### src/rtl/seven_seg_scanner.sv
// seven_seg_scanner: time-multiplexes four of the six BCD clock digits onto a
// 4-digit common-anode seven-segment display (Basys3). Supports HH.MM / MM.SS
// selection, leading-hour-zero blanking, a blinking separator dot and a
// short all-anodes-off guard at the start of every digit slot to stop ghosting.
// All pin-facing outputs come straight from flops.
module seven_seg_scanner #(
    parameter int CLK_HZ     = 100_000_000,
    parameter int REFRESH_HZ = 1000,
    parameter int GUARD      = 16,
    parameter int LZ_BLANK   = 1
) (
    input  logic       clk,
    input  logic       rst,
    input  logic [3:0] s1,
    input  logic [3:0] s2,
    input  logic [3:0] m1,
    input  logic [3:0] m2,
    input  logic [3:0] h1,
    input  logic [3:0] h2,
    input  logic       mode,
    output logic [3:0] an,
    output logic [6:0] seg,
    output logic       dp
);

    localparam int DIG_CYCLES = CLK_HZ / (4 * REFRESH_HZ);
    localparam int CW         = (DIG_CYCLES > 1) ? $clog2(DIG_CYCLES) : 1;
    localparam int HALF       = CLK_HZ / 2;
    localparam int BW         = (HALF > 1) ? $clog2(HALF) : 1;

    localparam logic [CW-1:0] CNT_LAST   = CW'(DIG_CYCLES - 1);
    localparam logic [CW-1:0] CNT_GUARD  = CW'(GUARD);
    localparam logic [CW-1:0] CNT_ONE    = CW'(1);
    localparam logic [BW-1:0] BLINK_LAST = BW'(HALF - 1);
    localparam logic [BW-1:0] BLINK_ONE  = BW'(1);
    localparam logic          LZ_EN      = (LZ_BLANK != 0);

    // Active-low gfedcba pattern; anything that is not a decimal digit shows a dash.
    function automatic logic [6:0] seg_encode(input logic [3:0] d);
        logic [6:0] p;
        case (d)
            4'd0:    p = 7'h40;
            4'd1:    p = 7'h79;
            4'd2:    p = 7'h24;
            4'd3:    p = 7'h30;
            4'd4:    p = 7'h19;
            4'd5:    p = 7'h12;
            4'd6:    p = 7'h02;
            4'd7:    p = 7'h78;
            4'd8:    p = 7'h00;
            4'd9:    p = 7'h10;
            default: p = 7'h3F;
        endcase
        return p;
    endfunction

    logic [CW-1:0] cnt_r;
    logic [1:0]    idx_r;
    logic          mode_meta_r;
    logic          mode_sync_r;
    logic          mode_lat_r;
    logic [BW-1:0] blink_cnt_r;
    logic          blink_r;
    logic [3:0]    an_r;
    logic [6:0]    seg_r;
    logic          dp_r;

    logic          slot_end_s;
    logic          frame_end_s;
    logic          guard_s;
    logic          blank_s;
    logic [3:0]    digit_s;
    logic [3:0]    an_s;
    logic [6:0]    seg_s;
    logic          dp_s;

    assign slot_end_s  = (cnt_r == CNT_LAST);
    assign frame_end_s = slot_end_s && (idx_r == 2'd3);
    assign guard_s     = (cnt_r < CNT_GUARD);

    // Slot counter and digit index: index advances each time a slot completes.
    always_ff @(posedge clk or negedge rst) begin
        if (!rst) begin
            cnt_r <= '0;
            idx_r <= 2'd0;
        end else if (slot_end_s) begin
            cnt_r <= '0;
            idx_r <= idx_r + 2'd1;
        end else begin
            cnt_r <= cnt_r + CNT_ONE;
        end
    end

    // Mode switch synchroniser; the used mode only changes between frames.
    always_ff @(posedge clk or negedge rst) begin
        if (!rst) begin
            mode_meta_r <= 1'b0;
            mode_sync_r <= 1'b0;
            mode_lat_r  <= 1'b0;
        end else begin
            mode_meta_r <= mode;
            mode_sync_r <= mode_meta_r;
            mode_lat_r  <= frame_end_s ? mode_sync_r : mode_lat_r;
        end
    end

    // Half-second timebase for the blinking separator dot.
    always_ff @(posedge clk or negedge rst) begin
        if (!rst) begin
            blink_cnt_r <= '0;
            blink_r     <= 1'b0;
        end else if (blink_cnt_r == BLINK_LAST) begin
            blink_cnt_r <= '0;
            blink_r     <= ~blink_r;
        end else begin
            blink_cnt_r <= blink_cnt_r + BLINK_ONE;
        end
    end

    // Select the source digit for the current slot from the latched mode.
    always_comb begin
        digit_s = 4'd0;
        case ({mode_lat_r, idx_r})
            3'b000:  digit_s = m1;
            3'b001:  digit_s = m2;
            3'b010:  digit_s = h1;
            3'b011:  digit_s = h2;
            3'b100:  digit_s = s1;
            3'b101:  digit_s = s2;
            3'b110:  digit_s = m1;
            3'b111:  digit_s = m2;
            default: digit_s = 4'd0;
        endcase
    end

    // Next anode/segment/dot values for the output flops.
    always_comb begin
        blank_s = LZ_EN && !mode_lat_r && (idx_r == 2'd3) && (h2 == 4'd0);
        an_s    = (guard_s || blank_s) ? 4'hF : ~(4'b0001 << idx_r);
        seg_s   = seg_encode(digit_s);
        dp_s    = !((idx_r == 2'd2) && !guard_s && (mode_lat_r || blink_r));
    end

    // Output flops: only registered values ever reach the pins.
    always_ff @(posedge clk or negedge rst) begin
        if (!rst) begin
            an_r  <= 4'hF;
            seg_r <= 7'h7F;
            dp_r  <= 1'b1;
        end else begin
            an_r  <= an_s;
            seg_r <= seg_s;
            dp_r  <= dp_s;
        end
    end

    assign an  = an_r;
    assign seg = seg_r;
    assign dp  = dp_r;

endmodule

### config.mk
export PLATFORM = sky130hd
export DESIGN_NAME = seven_seg_scanner
export DESIGN_NICKNAME = d
export VERILOG_FILES = /design/src/rtl/seven_seg_scanner.sv
export SDC_FILE = /design/constraint.sdc
export NUM_CORES = 1
export LEC_CHECK = 0
export ABC_AREA = 0
export BUFFER_PORTS_ARGS = -buffer_cell sky130_fd_sc_hd__buf_4
export CORE_MARGIN = 2
export CORE_UTILIZATION = 30
export DETAILED_ROUTE_END_ITERATION = 8
export GPL_TIMING_DRIVEN = 0
export PLACE_DENSITY_LB_ADDON = 0.05
export SYNTH_ARGS = -nofsm -noshare
export SYNTH_HDL_FRONTEND = slang
export SYNTH_SLANG_ARGS = --single-unit
### constraint.sdc
create_clock -name clk -period 2.9 [get_ports clk]
set_input_delay 0.87 -clock clk [delete_from_list [all_inputs] [get_ports clk]]
set_output_delay 0.87 -clock clk [all_outputs]
set_load 0.01 [all_outputs]
* Yosys cells after proc, flatten, opt, wreduce, memory -nomap -nowiden
Memories as Yosys holds them, arrays and structs flattened. A register that Yosys moved wholly into a read port is not among the register bits. Cells that the tools add are included.
Word-level totals: register bits 52, memory bits (read-only) 112, output and inout bits 12, memories kept 1
Operators by class: add/subtract/negate cells 3, order comparisons 1, equal/unequal tests 11, shift-type cells 1, muxes and demuxes 4, bitwise logic cells 2, reduce and logical (&&, ||, !) cells 15
Memory list:
- (no name shown) | depth 16, bits a word 7, rd ports 1, clocked after memory_dff 1, write ports 0, line 41 | case (d)
Operator list (number):
- 26-bit by 1-bit adder with 26-bit output, second input constant | 1
- 26-bit equality test, second input constant | 1
- 26-bit two-way mux | 1
- 4-bit case mux with 6 select lines | 1
- 15-bit by 1-bit adder with 15-bit output, second input constant | 1
- 15-bit equality test, second input constant | 1
- 15-bit by 5-bit less-than comparator with 1-bit output, second input constant | 1
- 15-bit two-way mux | 1
- 3-bit equality test, second input constant | 4
- 3-bit by 2-bit equality test with 1-bit output, second input constant | 2
- 1-bit logical AND | 5
- 2-bit equality test, second input constant | 2
- 1-bit zero test | 4
- 4-bit zero test | 1
- 4-bit two-way mux | 1
- 4-bit NOT | 1
- 2-bit OR reduction | 2
- 1-bit by 2-bit left shift with 4-bit output, first input constant | 1
- 3-bit by 1-bit equality test with 1-bit output, second input constant | 1
- 3-bit zero test | 1
- 2-bit by 1-bit adder with 2-bit output, second input constant | 1
- 1-bit logical OR | 2
- 1-bit NOT | 1

* Depth between registers and ports, before layout
Gate-level depths: netlist of the first run.
word-level depth 5, mapped depth 11

* Worst setup path before layout of the first run
No wires, ideal clock.
kind register -> register, start point reg idx_r[0], end point reg seg_r[3], in the netlist seg[3], setup time 73 ps, arrival 2345 ps, required time 2827 ps, path slack 482 ps, cell stages (with the launch flop) 9, path buffers 1, path through dfrtp_1 -> inv_1 -> ha_1 -> clkbuf_1 -> a2111o_1 -> o21ai_0 -> ha_1 -> mux2_2 -> a21oi_1
Between the ends: word-level cells in the longest chain between the ends 3, elaborated cells on any way between the ends 11
RTL lines:
- start, declared | line 58 | logic [1:0] idx_r;
- start signal, assigned | line 88 | idx_r <= idx_r + 2'd1;
- 3-bit equality test, or another cell as far along | line 123 | case ({mode_lat_r, idx_r})
- 2-bit OR reduction (no source line)
- 4-bit case mux with 6 select lines (*) | line 123
- end, declared | line 65 | logic [6:0] seg_r;
Mark *: on every way between the ends. The rest lies on a longest branch, timed or not. A chain may end at the register's enable or synchronous reset.

* Final worst setup path of the first run
Ends and elaborated chain as after synthesis.

==> results.tsv, run 1 <==
metric	value	unit
status	complete, no violations	
die_w	105	um
synth_cells	299	
drc	0	
crit_buf_inv	2	
slowest_stage	nor4_2	
synth_top_family_by_area	simple AND/OR/NAND/NOR gates	
antennaDiodeCount	0	
io_pins	39	
yosys_warnings	0	
die_height	105	um
hp-class	reg2reg	
yosysUniqueCellTypes	48	
cp.required	3160	ps
crit_fanout	8	
cts_buffer_depth	2	
avgSynthCellArea	10.2	sq um
cp_data_arrival_time	2940	ps
antenna_left	0	
hold_buffers	0	
dr.pass1.iters	4	
area_growth_syn_to_layout	20.6	%
cts_tree	yes	
slew_headroom	33.4	%
vias	2308	
dpl_cell_area	3490	sq um
synth_commonest_cells	dfrtp_1 (47), nor2_1 (37), nand2_1 (30), xnor2_1 (24), nand3_1 (19)	
clk_pin_slew	70	ps
final_nets	384	
critPathMaxStageDelay	490	ps
synth_largest_area_cell	dfrtp_1	
synthTopCellsByArea	dfrtp_1 (39%), dfstp_2 (10%), xnor2_1 (6.9%)	
setup_tns	0	ps
grt_usage	13.3	%
syn_area	3040	sq um
wirelength	6850	um
ys.flop_type	dfrtp_1	
synthArstFlopShare	100	%
fin_crit_sh	92.2	%
htree_levels	3	
tightest_slew	990	ps
numCtsBuffers	9	
synth_top_area_share	38.7	%
initial_core_util	31.0	%
fmax	374	MHz
grt_pass1_vias	2271	
peakVddDrop	0.162	mV
n_fill_cell	1049	
dieArea	11000	sq um
synthXorXnorAreaFrac	11.2	%
insertion_delay	340	ps
drive_gt1_share	25.2	%
drv_slew	0	
yosysSeqAreaShare	49.0	%
start_kind	flop	
synth_fp_nets	335	
root_buffer	clkbuf_8	
cts_sinks	59	
dpl.hpwl	4780	um
drv_cap	0	
critPathCaptureType	flop	
fin_ws	226	ps
setup_violations	0	
min_period	2670	ps
muxShareOfSynthArea	1.81	%
rsz0062_at_grt	false	
antenna_found_initial	0	
hold_viol	0	
routed_via_density	4.75	
fin_area	3670	sq um
cp_cell_sequence	inv_1 > ha_1 > clkbuf_1 > nor4_2 > a21oi_1 > o211ai_1 > o21ai_1 > ha_1 > mux2_2 > a21oi_1	
skew	11.9	ps
synth_most_common_cell	dfrtp_1	
initialDrtViolationCount	107	
power-per-cell-area	433	nW/um^2
grt_overflow_total	0	
path_class	reg2reg	
synth-simple-area-share	20.9	%
core-area	9820	sq um
synth_fa_ha_area_share	3.70	%
port_buffers	38	
gp_congestion	0.780	
power	0.00159	W
dp_slack	98.1	ps
synth_seq_cells	59	
power.leakage	1.55	nW
fp-row-count	36	
wl_per_cell	14.1	um
synth_edf_count	0	
path_delay_family	compound AO/OA/AOI/OAI gates	
grt_max_degree	60	
grt_first_pass_wirelength	11600	um
synth_compound_area_share	9.95	%
==> sequential cells by signal, indices dropped and copies added (netlist names) <==
register,count
idx_r,2
mode_lat_r,1
blink_cnt_r,26
mode_sync_r,1
cnt_r,15
blink_r,1
dp,1
mode_meta_r,1
seg,7
an,4
==> cell usage in the layout, fill, tap and decap left out, types with 4 or more instances in the layout <==
master / n
xor2_1: 15
a21oi_1: 10
nor3_1: 9
a22oi_1: 5
nand2_1: 30
nor2_1: 37
dfstp_2: 12
nor4_1: 6
clkinvlp_4: 4
clkbuf_8: 9
ha_1: 9
dfrtp_1: 47
inv_1: 13
xnor2_1: 24
mux2_2: 4
buf_4: 39
nand3_1: 19
nand4_1: 5
buf_2: 4
==> cell type report <==
cell class | count | area (sq um) | area share [%]
Sequential cell | 59 | 1490 | 40.6
Inverter | 14 | 52.6 | 1.43
Timing Repair Buffer | 38 | 285 | 7.77
Buffer | 9 | 51.3 | 1.40
Multi-Input combinational cell | 217 | 1460 | 39.6
Clock buffer | 9 | 124 | 3.37
Tap cell | 133 | 166 | 4.53
Clock inverter | 7 | 45.0 | 1.23
==> routing by layer <==
metal / part of all wire, % / vias to the layer above / global-route usage [%] / wire length, um
met3: 5.2 / 13 / 3.62 / 357
li1: - / 1139 / - / -
met4: 2.1 / 0 / 6.10 / 146
met1: 51 / 1099 / 18.7 / 3520
met2: 41 / 57 / 18.9 / 2820
met5: 0 / - / 0 / 0
==> worst reg2reg max path: stages, from the launching register on <==
cell	delay [ps]
dfrtp_1	370
inv_1	90
ha_1	200
clkbuf_1	220
nor4_2	490
a21oi_1	90
o211ai_1	200
o21ai_1	220
ha_1	330
mux2_2	270
a21oi_1	140
==> final timing paths <==
path,start,end,slack [ps],cells after the start
worst min register to register,mode_meta_r,mode_sync_r,380,0
worst min-delay path,mode_meta_r,mode_sync_r,380,0
min in group asynchronous,rst,cnt_r[4],610,1
worst max-delay path,idx_r[0],seg[3],230,10
worst max register to register,idx_r[0],seg[3],230,10
max in group asynchronous,rst,blink_cnt_r[18],1790,1
==> report_power, final <==
part	internal (W)	switching [W]	leakage (nW)	total, W
Sequential	0.000838	0.00000295	0.749	0.000841
Combinational	0.0000492	0.0000523	0.725	0.000102
Clock	0.000304	0.000342	0.0770	0.000646
Total	0.00119	0.000397	1.55	0.00159
==> what timing repair did <==
| action | CTS | global route |
|---|---|---|
| setup buffers | 0 | 0 |
| endpoints found under the setup margin | 0 | 1 |
| gates resized for setup | 0 | 4 |
==> logic make-up after synthesis <==
family                     after synthesis
and+or+nand+nor                        127
buffers and inverters                   23
muxes                                    5
xor gates and xnor gates                39
AOI/OAI and AO/OA                       37
DFF                                     59
adders and majority gates                9
==> metrics by stage <==
| stage | utilization [%] | hold slack, ps | instances |
|---|---|---|---|
| 2_1_floorplan | - | 331 | 299 |
| 3_3_place_gp | 35.6 | 385 | 470 |
| 3_5_place_dp | 35.6 | 370 | 470 |
| 4_1_cts | 37.3 | 377 | 486 |
| 5_1_grt | 37.4 | 398 | 486 |
| 6_report | 37.4 | 380 | 486 |
(Power assumes the default switching activity.)
==> run 2, diff against run 1 <==
--- a/config.mk
+++ b/config.mk
@@ -8,10 +8,11 @@
 export ABC_AREA = 0
 export BUFFER_PORTS_ARGS = -buffer_cell sky130_fd_sc_hd__buf_4
 export CORE_MARGIN = 2
-export CORE_UTILIZATION = 30
+export CORE_UTILIZATION = 40
 export DETAILED_ROUTE_END_ITERATION = 8
 export GPL_TIMING_DRIVEN = 0
 export PLACE_DENSITY_LB_ADDON = 0.05
+export SKIP_CTS_REPAIR_TIMING = 1
 export SYNTH_ARGS = -nofsm -noshare
 export SYNTH_HDL_FRONTEND = slang
 export SYNTH_SLANG_ARGS = --single-unit
==> run 2 against run 1 <==
Compared with the run above:
- non-clock buffer count did not move
- worst hold slack got worse by 22 ps
- largest cell class unchanged
- critical endpoint unchanged
- register-to-register slack hardly changed
- sequential power hardly changed
- combinational power down 4%
- final area decreased by 0.82%
- setup slack improved by 14 ps
- clock skew shrank 6.1 ps
- clock power rose by 5.7%
==> results.tsv, run 2 (synthesized netlist as in run 1, its figures left out) <==
metric	value	unit
grt_first_pass_wirelength	10700	um
clkPwrFrac	42.1	%
final_nets	384	
vias	2278	
gp_congestion	0.779	
status	complete, no violations	
die_height	91.2	um
cp.required	3160	ps
hp-class	reg2reg	
cp_cell_sequence	inv_1 > ha_1 > clkbuf_1 > mux2_2 > a22oi_1 > o211ai_1 > o21ai_1 > ha_1 > mux2_2 > a21oi_1	
numCtsBuffers	9	
power	0.00162	W
dieArea	8320	sq um
grt_overflow_total	0	
cp_data_arrival_time	2920	ps
dp_slack	60.7	ps
antenna_left	0	
drive_gt1_share	24.4	%
drv_cap	0	
slowest_stage	dfrtp_1	
dpl.hpwl	4350	um
antenna_found_initial	0	
root_buffer	clkbuf_8	
layout_common_cells	dfrtp_1 (47), buf_4 (39), nor2_1 (37)	
critPathMaxStageDelay	380	ps
crit_buf_inv	2	
ff2ff_path_depth	10	
p_sw	0.000357	W
power.leakage	1.57	nW
cts_sinks	59	
fin_crit_sh	91.7	%
n_fill_cell	693	
peakVddDrop	0.348	mV
antennaDiodeCount	0	
clk_pin_slew	60	ps
initial_core_util	41.7	%
hold_viol	0	
p_comb_share	6.1	%
min_period	2660	ps
path_delay_family	compound AO/OA/AOI/OAI gates	
cts_buffer_depth	2	
critPathCaptureType	flop	
setup_tns	0	ps
tightest_slew	954	ps
wirelength	6100	um
cts_tree	yes	
largest_reg_flops	26	
seqPwrFrac	51.8	%
fin_ws	240	ps
slew_headroom	35.8	%
wl_per_cell	13.5	um
rsz0062_at_grt	false	
grt_usage	16.2	%
power-per-cell-area	446	nW/um^2
die_w	91.2	um
multi_input_area	1460	sq um
core-area	7290	sq um
skew	5.75	ps
start_kind	flop	
drc	0	
crit_cells	10	
dr.pass1.iters	4	
ff2ff_setup_slack	240	ps
io_pins	39	
grt_pass1_vias	2323	
drv_slew	0	
hold_depth	0	
seqCellArea	1490	sq um
crit_fanout	10	
htree_levels	3	
fmax	376	MHz
p_int	0.00127	W
port_buffers	38	
area_growth_syn_to_layout	19.7	%
regMostFlops	blink_cnt_r	
insertion_delay	330	ps
path_class	reg2reg	
routed_via_density	5.04	
mostFrequentLayoutCell	dfrtp_1	
swShare	22.0	%
fp-row-count	31	
initialDrtViolationCount	125	
grt_max_degree	60	
setup_violations	0	
run 2: path summary, 6_finish.rpt:
kind / from / end
setup / recovery: idx_r[0] / seg[3]
hold / removal: mode_meta_r / mode_sync_r
setup reg to reg: idx_r[0] / seg[3]
hold reg to reg: mode_meta_r / mode_sync_r
max in group asynchronous: rst / cnt_r[9]
min in group asynchronous: rst / blink_cnt_r[5]
run 2: power groups by stage:
stage,combinational (W),clock (W),sequential [W]
after floorplan,0.0000310,0,0.000860
after global placement,0.0000991,0,0.000855
after detailed placement,0.0000997,0,0.000855
after CTS,0.000100,0.000715,0.000841
after global routing,0.000111,0.000748,0.000841
final,0.0000982,0.000683,0.000841
run 2: metal layers:
metal	part of all wire, %	vias up	track usage, %
met5	0	-	0
met3	3.1	11	4.07
met4	1.7	0	6.06
met2	47	36	26.4
met1	48	1088	20.8
li1	-	1143	-
run 2: worst register-to-register path, delay by kind of cell, from the launching register on:
family	cells	cell delay (ps)
compound gates	4	760
fa+ha+maj	2	540
buf+inv	2	330
flops	1	380
mux	2	580
run 2: per-stage QoR:
| step | instances | utilization (%) | hold WS (ps) | area, sq um |
|---|---|---|---|---|
| after floorplan | 299 | - | 331 | 3040 |
| after global routing | 452 | 49.9 | 364 | 3640 |
| after global placement | 436 | 47.3 | 337 | 3450 |
| final | 452 | 49.9 | 358 | 3640 |
| after detailed placement | 436 | 47.3 | 347 | 3450 |
| after CTS | 452 | 49.8 | 359 | 3630 |
run 2: area by class of cell:
type	instances	share of cell area, %
multi-input cells	217	40.0
well taps	99	3.40
inverters	14	1.44
plain buffers	9	1.37
repair buffers	38	7.84
flip-flops and latches	59	41.0
clock buffers	14	4.74
clock inverters	2	0.275
==> run 3, diff against run 2 <==
--- a/config.mk
+++ b/config.mk
@@ -12,6 +12,7 @@
 export DETAILED_ROUTE_END_ITERATION = 8
 export GPL_TIMING_DRIVEN = 0
 export PLACE_DENSITY_LB_ADDON = 0.05
+export RECOVER_POWER = 100
 export SKIP_CTS_REPAIR_TIMING = 1
 export SYNTH_ARGS = -nofsm -noshare
 export SYNTH_HDL_FRONTEND = slang
==> run 3 against run 2 <==
Compared with the run above:
- clock power barely moved
- critical path depth unchanged
- global-route usage did not move
- maximum frequency is essentially flat
- largest power group unchanged
- highest routed layer unchanged
==> results.tsv, run 3 (synthesized netlist as in run 1, its figures left out) <==
metric	value	unit
setup_tns	0	ps
core-area	7290	sq um
root_buffer	clkbuf_8	
area_growth_syn_to_layout	17.1	%
cts_sinks	59	
vias	2267	
mostFrequentLayoutCell	dfrtp_1	
swShare	22.0	%
fp-row-count	31	
p_comb_share	5.6	%
cts_buffer_depth	2	
grt_first_pass_wirelength	10700	um
drv_slew	0	
port_buffers	38	
cts_tree	yes	
regMostFlops	blink_cnt_r	
fin_crit_sh	91.7	%
hold_viol	0	
seqPwrFrac	52.1	%
power.leakage	1.51	nW
drv_cap	0	
start_kind	flop	
antennaDiodeCount	0	
path_class	reg2reg	
status	complete, no violations	
slew_headroom	5.07	%
grt_usage	16.2	%
crit_fanout	10	
final_util	48.9	%
critPathCaptureType	flop	
clkPwrFrac	42.3	%
hold_ws	358	ps
cp.required	3160	ps
htree_levels	3	
wirelength	6120	um
final_nets	384	
skew	5.85	ps
clk_pin_slew	60	ps
cp_data_arrival_time	2920	ps
grt_overflow_total	0	
die_w	91.2	um
grt_max_degree	60	
initial_core_util	41.7	%
gp_congestion	0.779	
wl_per_cell	13.5	um
p_int	0.00126	W
largest_reg_flops	26	
p_sw	0.000356	W
dpl.hpwl	4350	um
hp-class	reg2reg	
grt_pass1_vias	2323	
drc	0	
io_pins	39	
routed_via_density	5.02	
min_period	2660	ps
power-per-cell-area	453	nW/um^2
numCtsBuffers	9	
initialDrtViolationCount	114	
dieArea	8320	sq um
fmax	376	MHz
setup_violations	0	
tightest_slew	1420	ps
antenna_left	0	
die_height	91.2	um
antenna_found_initial	0	
dr.pass1.iters	4	
insertion_delay	330	ps
peakVddDrop	0.349	mV
layout_common_cells	dfrtp_1 (47), nor2_1 (37), nand2_1 (30)	
rsz0062_at_grt	false	
drive_gt1_share	19.5	%
==> run 3: layout make-up <==
| class | count | area [sq um] |
|---|---|---|
| clock inverters | 2 | 10.0 |
| clock buffers | 14 | 173 |
| flip-flops and latches | 59 | 1490 |
| inverters | 14 | 52.6 |
| fillers | 709 | 3730 |
| multi-input cells | 217 | 1440 |
| well taps | 99 | 124 |
| repair buffers | 38 | 238 |
| plain buffers | 9 | 37.5 |
==> run 3: critical path: stages, from the launching register on <==
cell	delay, ps
dfrtp_1	380
inv_1	90
ha_1	230
clkbuf_1	240
mux2_2	320
a22oi_1	180
o211ai_1	200
o21ai_1	240
ha_1	310
mux2_2	260
a21oi_1	140
==> run 3: power by group through the flow <==
stage | combinational (W) | sequential [W] | clock (W)
after detailed placement | 0.0000997 | 0.000855 | 0
after CTS | 0.000100 | 0.000841 | 0.000715
after global routing | 0.000102 | 0.000840 | 0.000748
after global placement | 0.0000991 | 0.000855 | 0
final | 0.0000901 | 0.000841 | 0.000683
after floorplan | 0.0000310 | 0.000860 | 0
==> run 3: stage by stage <==
step | total power [W] | setup WS (ps) | cell area (sq um) | instances
floorplan | 0.000891 | 482 | 3040 | 299
global placement | 0.000955 | 13.9 | 3450 | 436
detailed placement | 0.000955 | 60.7 | 3450 | 436
CTS | 0.00166 | 18.0 | 3630 | 452
global route | 0.00169 | 54.8 | 3560 | 452
finish | 0.00161 | 241 | 3560 | 452
==> run 3: final timing paths <==
| check | start | endpoint | slack [ps] | cells after the start |
|---|---|---|---|---|
| min in group asynchronous | rst | blink_cnt_r[5] | 880 | 1 |
| max in group asynchronous | rst | cnt_r[9] | 1170 | 1 |
| setup / recovery | idx_r[0] | seg[3] | 240 | 10 |
| hold reg to reg | mode_meta_r | mode_sync_r | 360 | 0 |
| setup reg to reg | idx_r[0] | seg[3] | 240 | 10 |
| hold / removal | mode_meta_r | mode_sync_r | 360 | 0 |
==> run 3: metal layers <==
layer  global-route usage [%]  vias to the layer above  wire length, um
met3                     4.07                        9              198
met1                     20.8                     1084             2930
li1                         -                     1141                -
met2                     26.4                       33             2900
met5                        0                        -                0
met4                     6.06                        0               97
